$ cat src/rtl/mips_pkg.sv
// Shared MIPS core definitions used by the MEM-stage access sequencer.
package mips_pkg;
  typedef enum logic [1:0] {IDLE, WAIT, DONE} mem_state_t;
  localparam logic [1:0] WORD_ALIGN_MASK = 2'b11;
  localparam int         TIMEOUT_DEF     = 15;
endpackage

$ cat src/rtl/mem_wait_timer.sv
// Saturating wait counter; done flags that TIMEOUT cycles have elapsed since clear.
import mips_pkg::*;
module mem_wait_timer #(
  parameter int TIMEOUT = TIMEOUT_DEF
) (
  input  logic i_clk,
  input  logic i_rst_n,
  input  logic clear,
  input  logic enable,
  output logic done
);
  localparam int W = $clog2(TIMEOUT + 1);

  logic [W-1:0] cnt;

  assign done = (cnt == W'(TIMEOUT));

  always_ff @(posedge i_clk or negedge i_rst_n) begin
    if (!i_rst_n)              cnt <= '0;
    else if (clear)            cnt <= '0;
    else if (enable && !done)  cnt <= cnt + 1'b1;
  end
endmodule

$ cat src/rtl/mem_access_ctrl.sv
// MEM-stage sequencer: one req/ack data-memory access per instruction, stalling
// the pipeline until the access completes, is rejected, or times out.
import mips_pkg::*;
module mem_access_ctrl #(
  parameter int TIMEOUT = TIMEOUT_DEF
) (
  input  logic        i_clk,
  input  logic        i_rst_n,
  input  logic        i_MemRead,
  input  logic        i_MemWrite,
  input  logic [31:0] i_ALUresult,
  input  logic [31:0] i_writedata,
  output logic        o_mem_req,
  output logic        o_mem_we,
  output logic [31:0] o_mem_addr,
  output logic [31:0] o_mem_wdata,
  input  logic        i_mem_ack,
  input  logic [31:0] i_mem_rdata,
  output logic        o_stall,
  output logic [31:0] o_rdata,
  output logic        o_rdata_valid,
  output logic        o_err
);
  mem_state_t state, state_n;
  logic access, illegal, tmr_clr, tmr_en, tmr_done;

  mem_wait_timer #(.TIMEOUT(TIMEOUT)) u_timer (
    .i_clk  (i_clk),
    .i_rst_n(i_rst_n),
    .clear  (tmr_clr),
    .enable (tmr_en),
    .done   (tmr_done)
  );

  always_comb begin
    access  = i_MemRead | i_MemWrite;
    illegal = (i_MemRead & i_MemWrite) | ((i_ALUresult[1:0] & WORD_ALIGN_MASK) != 2'b00);
    state_n = state;
    tmr_clr = 1'b0;
    tmr_en  = 1'b0;
    case (state)
      IDLE: if (access) begin
        state_n = illegal ? DONE : WAIT;
        tmr_clr = !illegal;
      end
      // ack is checked first so a same-cycle ack beats the timeout
      WAIT: if (i_mem_ack || tmr_done) state_n = DONE;
            else                        tmr_en  = 1'b1;
      default: state_n = IDLE;
    endcase
  end

  assign o_stall = i_rst_n & (((state == IDLE) & access) | (state == WAIT));

  always_ff @(posedge i_clk or negedge i_rst_n) begin
    if (!i_rst_n) state <= IDLE;
    else          state <= state_n;
  end

  // Pulses are produced on the edge entering DONE so they are visible exactly in DONE.
  always_ff @(posedge i_clk or negedge i_rst_n) begin
    if (!i_rst_n) begin
      o_mem_req     <= 1'b0;
      o_mem_we      <= 1'b0;
      o_mem_addr    <= '0;
      o_mem_wdata   <= '0;
      o_rdata       <= '0;
      o_rdata_valid <= 1'b0;
      o_err         <= 1'b0;
    end else begin
      o_rdata_valid <= 1'b0;
      o_err         <= 1'b0;
      case (state)
        IDLE: if (access) begin
          if (illegal) begin
            o_err <= 1'b1;
          end else begin
            o_mem_req   <= 1'b1;
            o_mem_we    <= i_MemWrite;
            o_mem_addr  <= i_ALUresult;
            o_mem_wdata <= i_writedata;
          end
        end
        WAIT: if (i_mem_ack) begin
          o_mem_req <= 1'b0;
          if (!o_mem_we) begin
            o_rdata       <= i_mem_rdata;
            o_rdata_valid <= 1'b1;
          end
        end else if (tmr_done) begin
          o_mem_req <= 1'b0;
          o_rdata   <= '0;
          o_err     <= 1'b1;
        end
        default: ;
      endcase
    end
  end
endmodule

$ cat config.mk
export PLATFORM = sky130hd
export DESIGN_NAME = mem_access_ctrl
export DESIGN_NICKNAME = d
export VERILOG_FILES = /design/src/rtl/mips_pkg.sv /design/src/rtl/mem_wait_timer.sv /design/src/rtl/mem_access_ctrl.sv
export SDC_FILE = /design/constraint.sdc
export NUM_CORES = 1
export LEC_CHECK = 0
export BUFFER_PORTS_ARGS = -buffer_cell sky130_fd_sc_hd__buf_2
export CAP_MARGIN = 20
export CELL_PAD_IN_SITES_DETAIL_PLACEMENT = 0
export CELL_PAD_IN_SITES_GLOBAL_PLACEMENT = 1
export CORE_UTILIZATION = 39
export CTS_CLUSTER_SIZE = 20
export DETAILED_ROUTE_END_ITERATION = 12
export GPL_ROUTABILITY_DRIVEN = 0
export PLACE_DENSITY_LB_ADDON = 0.1
export SLEW_MARGIN = 40
export SYNTH_ARGS = -nofsm -noshare
export SYNTH_HDL_FRONTEND = slang
export SYNTH_HIERARCHICAL = 1
export SYNTH_SLANG_ARGS = --single-unit
$ cat constraint.sdc
create_clock -name i_clk -period 3.3 [get_ports i_clk]
set_clock_uncertainty 0.2 [all_clocks]
set_input_delay 0.165 -clock i_clk [delete_from_list [all_inputs] [get_ports i_clk]]
set_output_delay 0.165 -clock i_clk [all_outputs]
set_load 0.05 [all_outputs]
==> flow_summary.ini, run 1 <==
[clock_tree]
clock_latency_ns = 0.35
clk_pin_slew_ns = 0.10
htreeDepth = 3
clock-sinks = 106
cts_root_buf = clkbuf_8
numCtsBuffers = 9
cts_tree = done
cts-resized-gates = 0
clockBufferDepth = 2

[timing]
fin_setup_tns_ns = 0
setup_violations = 0
rsz0062_at_grt = no
max_slew_margin_pct = 45.93
finalCritPeriodShare_pct = 84.63
drv_slew = 0
max_freq_mhz = 358.1
period_minus_slack_ns = 2.793
hold_viol = 0
worstMarginPinSlew_ns = 0.8111

[finish]
regArea_sq_mm = 0.002653
fill_cells = 830
area_growth_pct = 52.58
drive_above_1_share_pct = 50.53
utilization_pct = 62.36
multi_input_area_sq_mm = 0.001471
fin_nets = 660
layout_common_cells = buf_2, dfrtp_1, dlygate4sd3_1, mux2_4, a22o_1
antenna_cells = 0
layout_commonest_cell = buf_2

[route]
postRouteAntennaNets = 0
num_vias = 3243
wirelength_um = 10290
drtIter0Drc = 132
post_drt_wl_per_cell_um = 14.74
viasPerCell = 4.646
first_pass_iters = 4
drcViolationCount = 0

[synthesis]
synth-seq-cells = 106
synth_flop_cell = dfrtp_1
ys_types = 39
yosysTopAreaCell = dfrtp_1
syn_area_sq_mm = 0.004295
yosysSeqAreaShare_pct = 61.75
yosysWarningCount = 6
postSynthAreaPerCell_sq_um = 16.84
synth_area_leaders = dfrtp_1, mux2_4, a22o_1
synth_edf_count = 0
synth_cells = 255
yosysTopAreaCellShare_pct = 61.75
postSynth.asyncResetShare_pct = 100.0
postSynthNetCount = 357

[floorplanning]
design.die.area_sq_mm = 0.01144
ios = 202
die-width_um = 106.9
core_sq_mm = 0.01051
initial_utilization_pct = 40.87
rows = 37
die_h_um = 106.9

[global_route]
grt_usage_pct = 18.13
grt_overflow = 0
antenna_found_initial = 0
grt_pass1_wl_um = 16070
grt_max_degree = 70
grt_pass1_vias = 3349

[worst_setup_path]
cp_max_fo = 69
arrival_ns = 2.84
critPathRequiredTime_ns = 3.34
reg2reg_from = state[1]$_DFFE_PN0P_
endpoint_kind = register
startpoint_type = register
crit_path_start = state[1]$_DFFE_PN0P_
crit_type = register to register

[run]
drv_cap = 0

[power_and_ir_drop]
p_per_area_mw_per_mm2 = 1008
leakagePower_nw = 3.348
vdd_drop_max_v = 0.0006839

[placement]
port_buffers = 201
dp_hpwl_um = 6431

[run_status]
outcome = finished clean

[hold_path]
hold_start = i_MemRead
holdCritPathClass = primary input to register
## metrics by stage
| stage | worst slack [ns] | instances | power, mW | cell area (sq um) | hold WS (ns) |
|---|---|---|---|---|---|
| after CTS | 0.4910 | 698 | 6.653 | 6554 | 0.02493 |
| after floorplan | 1.316 | 255 | 4.884 | 4295 | -0.3306 |
| after detailed placement | 1.014 | 583 | 5.688 | 5345 | 0.1588 |
| final | 0.5073 | 698 | 6.608 | 6554 | 0.03543 |
| after global routing | 0.3916 | 698 | 6.907 | 6554 | 0.03909 |
| after global placement | 1.077 | 583 | 5.666 | 5345 | 0.1514 |
## path summary, 6_finish.rpt
path	to	slack, ns	cells past startpoint
max reg2reg	o_mem_addr[20]$_DFFE_PN0P_	0.51	5
min in group asynchronous	o_rdata[5]$_DFFE_PN0P_	0.30	3
min reg2reg	o_mem_wdata[22]$_DFFE_PN0P_	0.29	1
max in group asynchronous	o_mem_wdata[8]$_DFFE_PN0P_	2.11	3
max	o_mem_addr[20]$_DFFE_PN0P_	0.51	5
min	state[1]$_DFFE_PN0P_	0.04	4
## layer usage
layer | GRT usage (%) | share of wire (%) | up-vias
li1 | - | - | 1532
met1 | 22.76 | 44 | 1562
met2 | 30.51 | 48 | 138
met3 | 4.620 | 6.5 | 11
met4 | 6.067 | 1.2 | 0
met5 | 0 | 0 | -
## where the power goes
| part | total, mW | leakage (nW) | internal [mW] | switching (mW) |
|---|---|---|---|---|
| Combinational | 3.60 | 1.94 | 1.09 | 2.50 |
| Sequential | 2.17 | 1.31 | 1.86 | 0.307 |
| Clock | 0.842 | 0.0984 | 0.423 | 0.419 |
## what timing repair did
| item | CTS | global route |
|---|---|---|
| buffers inserted | 0 | 0 |
| hold endpoints to repair | 204 | 0 |
| hold buffers | 100 | 0 |
## registers in the layout, summed over array words and instances, names as in the netlist
name and flops:
state 2, o_err 1, u_timer/cnt 4, o_mem_we 1, o_mem_req 1, o_rdata 32, o_rdata_valid 1, o_mem_wdata 32
o_mem_addr 32
## final cells by class
cell class / count / area share [%]
Clock buffer: 10 / 1.947
Clock inverter: 5 / 1.222
Inverter: 2 / 0.1909
Multi-Input combinational cell: 134 / 22.45
Sequential cell: 106 / 40.47
Tap cell: 136 / 2.596
Timing Repair Buffer: 305 / 31.12
## synth_stat cells (2+ instances only)
cell type,number
nor3b_1,2
mux2_4,53
a22o_1,32
nand2b_1,4
mux2_1,6
buf_4,3
nand2_1,4
dfrtp_1,106
nor3_1,2
buf_12,6
mux2_2,4
clkbuf_1,3
o21ai_0,2
a21oi_1,3
## critical path, stage by stage (launching register included)
cell and delay [ns]:
dfrtp_1 0.46, nor4_4 0.31, dlygate4sd3_1 0.61, nand2_2 0.09
clkinv_4 0.55, mux2_1 0.38
## logic make-up after synthesis
logic type | share of synthesized area, %
mux | 21.38
xor+xnor | 0.2039
fa+ha+maj | 0.2912
simple gates | 4.370
flops | 61.75
compound gates | 8.011
buf+inv | 3.991
(Power assumes the default switching activity.)
==> inputs of run 2 (changes only) <==
- CORE_UTILIZATION: 39 -> 37
- clock period: 3.3 -> 2.9 ns (I/O delays scaled with it)
==> flow_summary.ini, run 2 (same netlist as run 1, synthesis figures left out) <==
[run_status]
outcome = finished clean

[timing]
drv_slew = 0
setup_violations = 0
max_slew_margin_pct = 52.30
fin_setup_tns_ns = 0
layout_setup_ws_ns = 0.1765
worstMarginPinSlew_ns = 0.7156
period_minus_slack_ns = 2.723
finalCritPeriodShare_pct = 93.91
rsz0062_at_grt = no
hold_viol = 0
max_freq_mhz = 367.2

[worst_setup_path]
arrival_ns = 2.74
critPathMaxStageDelay_ns = 0.61
cp_slowest_cell = dlygate4sd3_1
startpoint_type = register
crit_chain = nor4_4 > dlygate4sd3_1 > nand2_2 > inv_8 > buf_4 > mux2_1
critPathRequiredTime_ns = 2.92
endpoint_kind = register
crit_type = register to register
r2r_cells = 6
cp_max_fo = 41

[global_route]
grt_pass1_wl_um = 16170
grt_usage_pct = 17.83
grt_overflow = 0
antenna_found_initial = 0
grt_pass1_vias = 3313
grt_max_degree = 57

[hold_path]
holdPathStages = 4
holdCritPathClass = primary input to register

[finish]
layout_common_cells = buf_2, dfrtp_1, dlygate4sd3_1, mux2_4, a22o_1
drive_above_1_share_pct = 50.79
fin_nets = 664
design_area_sq_mm = 0.006714
antenna_cells = 0
utilization_pct = 60.61
area_growth_pct = 56.31
layout_commonest_cell = buf_2
top_regs = o_mem_addr x32, o_mem_wdata x32, o_rdata x32

[floorplanning]
die_h_um = 109.7
ios = 202
initial_utilization_pct = 38.77
die-width_um = 109.7
core_sq_mm = 0.01108
design.die.area_sq_mm = 0.01204
rows = 38

[clock_tree]
cts_setup_buffers = 0
htreeDepth = 3
clock-sinks = 106
clockBufferDepth = 2
cts_root_buf = clkbuf_16
clock_latency_ns = 0.34
clk_pin_slew_ns = 0.06
cts_tree = done
numCtsBuffers = 9

[route]
viasPerCell = 4.656
wirelength_um = 10560
num_vias = 3292
drtIter0Drc = 162
postRouteAntennaNets = 0
drcViolationCount = 0
post_drt_wl_per_cell_um = 14.93
first_pass_iters = 4

[placement]
port_buffers = 201
dp_hpwl_um = 6683
dpl_cell_area_sq_mm = 0.005398
pre_cts_ws_ns = 0.6373

[run]
drv_cap = 0

[power_and_ir_drop]
total_power_mw = 7.779
vdd_drop_max_v = 0.0008073
p_per_area_mw_per_mm2 = 1159
leakagePower_nw = 3.430
-- run 2: changes by cell type in the layout (fill, tap and decap cells not counted), sizes merged --
| cell | before | now |
|---|---|---|
| buf | 205 | 208 |
| bufinv | 2 | 0 |
| clkbuf | 10 | 15 |
| clkinv | 2 | 1 |
| clkinvlp | 2 | 0 |
| dlygate4sd3 | 100 | 101 |
| inv | 1 | 2 |
-- run 2: worst max-delay path: cells and delay by family, from the launching register on --
kind          cells  cell delay (ns)
buf+inv           3             1.17
flops             1             0.44
simple gates      2             0.44
mux               1             0.33
-- run 2: final timing paths --
| path | start | to | slack, ns |
|---|---|---|---|
| min | i_MemRead | o_err$_DFF_PN0_ | 0.04 |
| min reg2reg | o_mem_req$_DFFE_PN0P_ | o_mem_req$_DFFE_PN0P_ | 0.27 |
| min in group asynchronous | i_rst_n | u_timer/cnt[1]$_DFFE_PN0P_ | 0.27 |
| max | state[1]$_DFFE_PN0P_ | o_mem_wdata[9]$_DFFE_PN0P_ | 0.18 |
| max reg2reg | state[1]$_DFFE_PN0P_ | o_mem_wdata[9]$_DFFE_PN0P_ | 0.18 |
| max in group asynchronous | i_rst_n | o_rdata[22]$_DFFE_PN0P_ | 1.38 |
-- run 2: report_power, final --
part	total, mW	leakage [nW]	switching (mW)	internal (mW)
registers	2.47	1.31	0.352	2.12
clock network	1.20	0.152	0.503	0.699
logic	4.10	1.97	2.85	1.25
total	7.78	3.43	3.71	4.07
-- run 2: layout make-up --
class / count / area [sq um]
Sequential cell: 106 / 2653
Tap cell: 140 / 175.2
Clock inverter: 1 / 5.005
Clock buffer: 15 / 297.8
Multi-Input combinational cell: 134 / 1471
Inverter: 2 / 15.01
Timing Repair Buffer: 309 / 2097
Fill cell: 880 / 4364
-- run 2: what timing repair did --
action	4_1_cts	5_1_grt
endpoints found under the setup margin	0	1
hold endpoints to repair	204	0
hold buffers	101	0
gates resized for setup	0	1
-- run 2: per-layer routing --
layer / vias to the layer above / share of wire, % / track usage (%) / wire length [um]
met5: - / 0 / 0 / 0
met4: 0 / 2.3 / 8.667 / 240
met3: 15 / 6.0 / 4.031 / 633
met2: 130 / 47 / 28.53 / 4950
met1: 1605 / 45 / 22.82 / 4735
li1: 1542 / - / - / -
-- run 2: metrics by stage --
step | hold WS [ns] | cells
4_1_cts | 0.01759 | 707
3_5_place_dp | -0.1922 | 590
5_1_grt | 0.05900 | 707
3_3_place_gp | -0.1981 | 590
2_1_floorplan | -0.3506 | 255
6_report | 0.03828 | 707
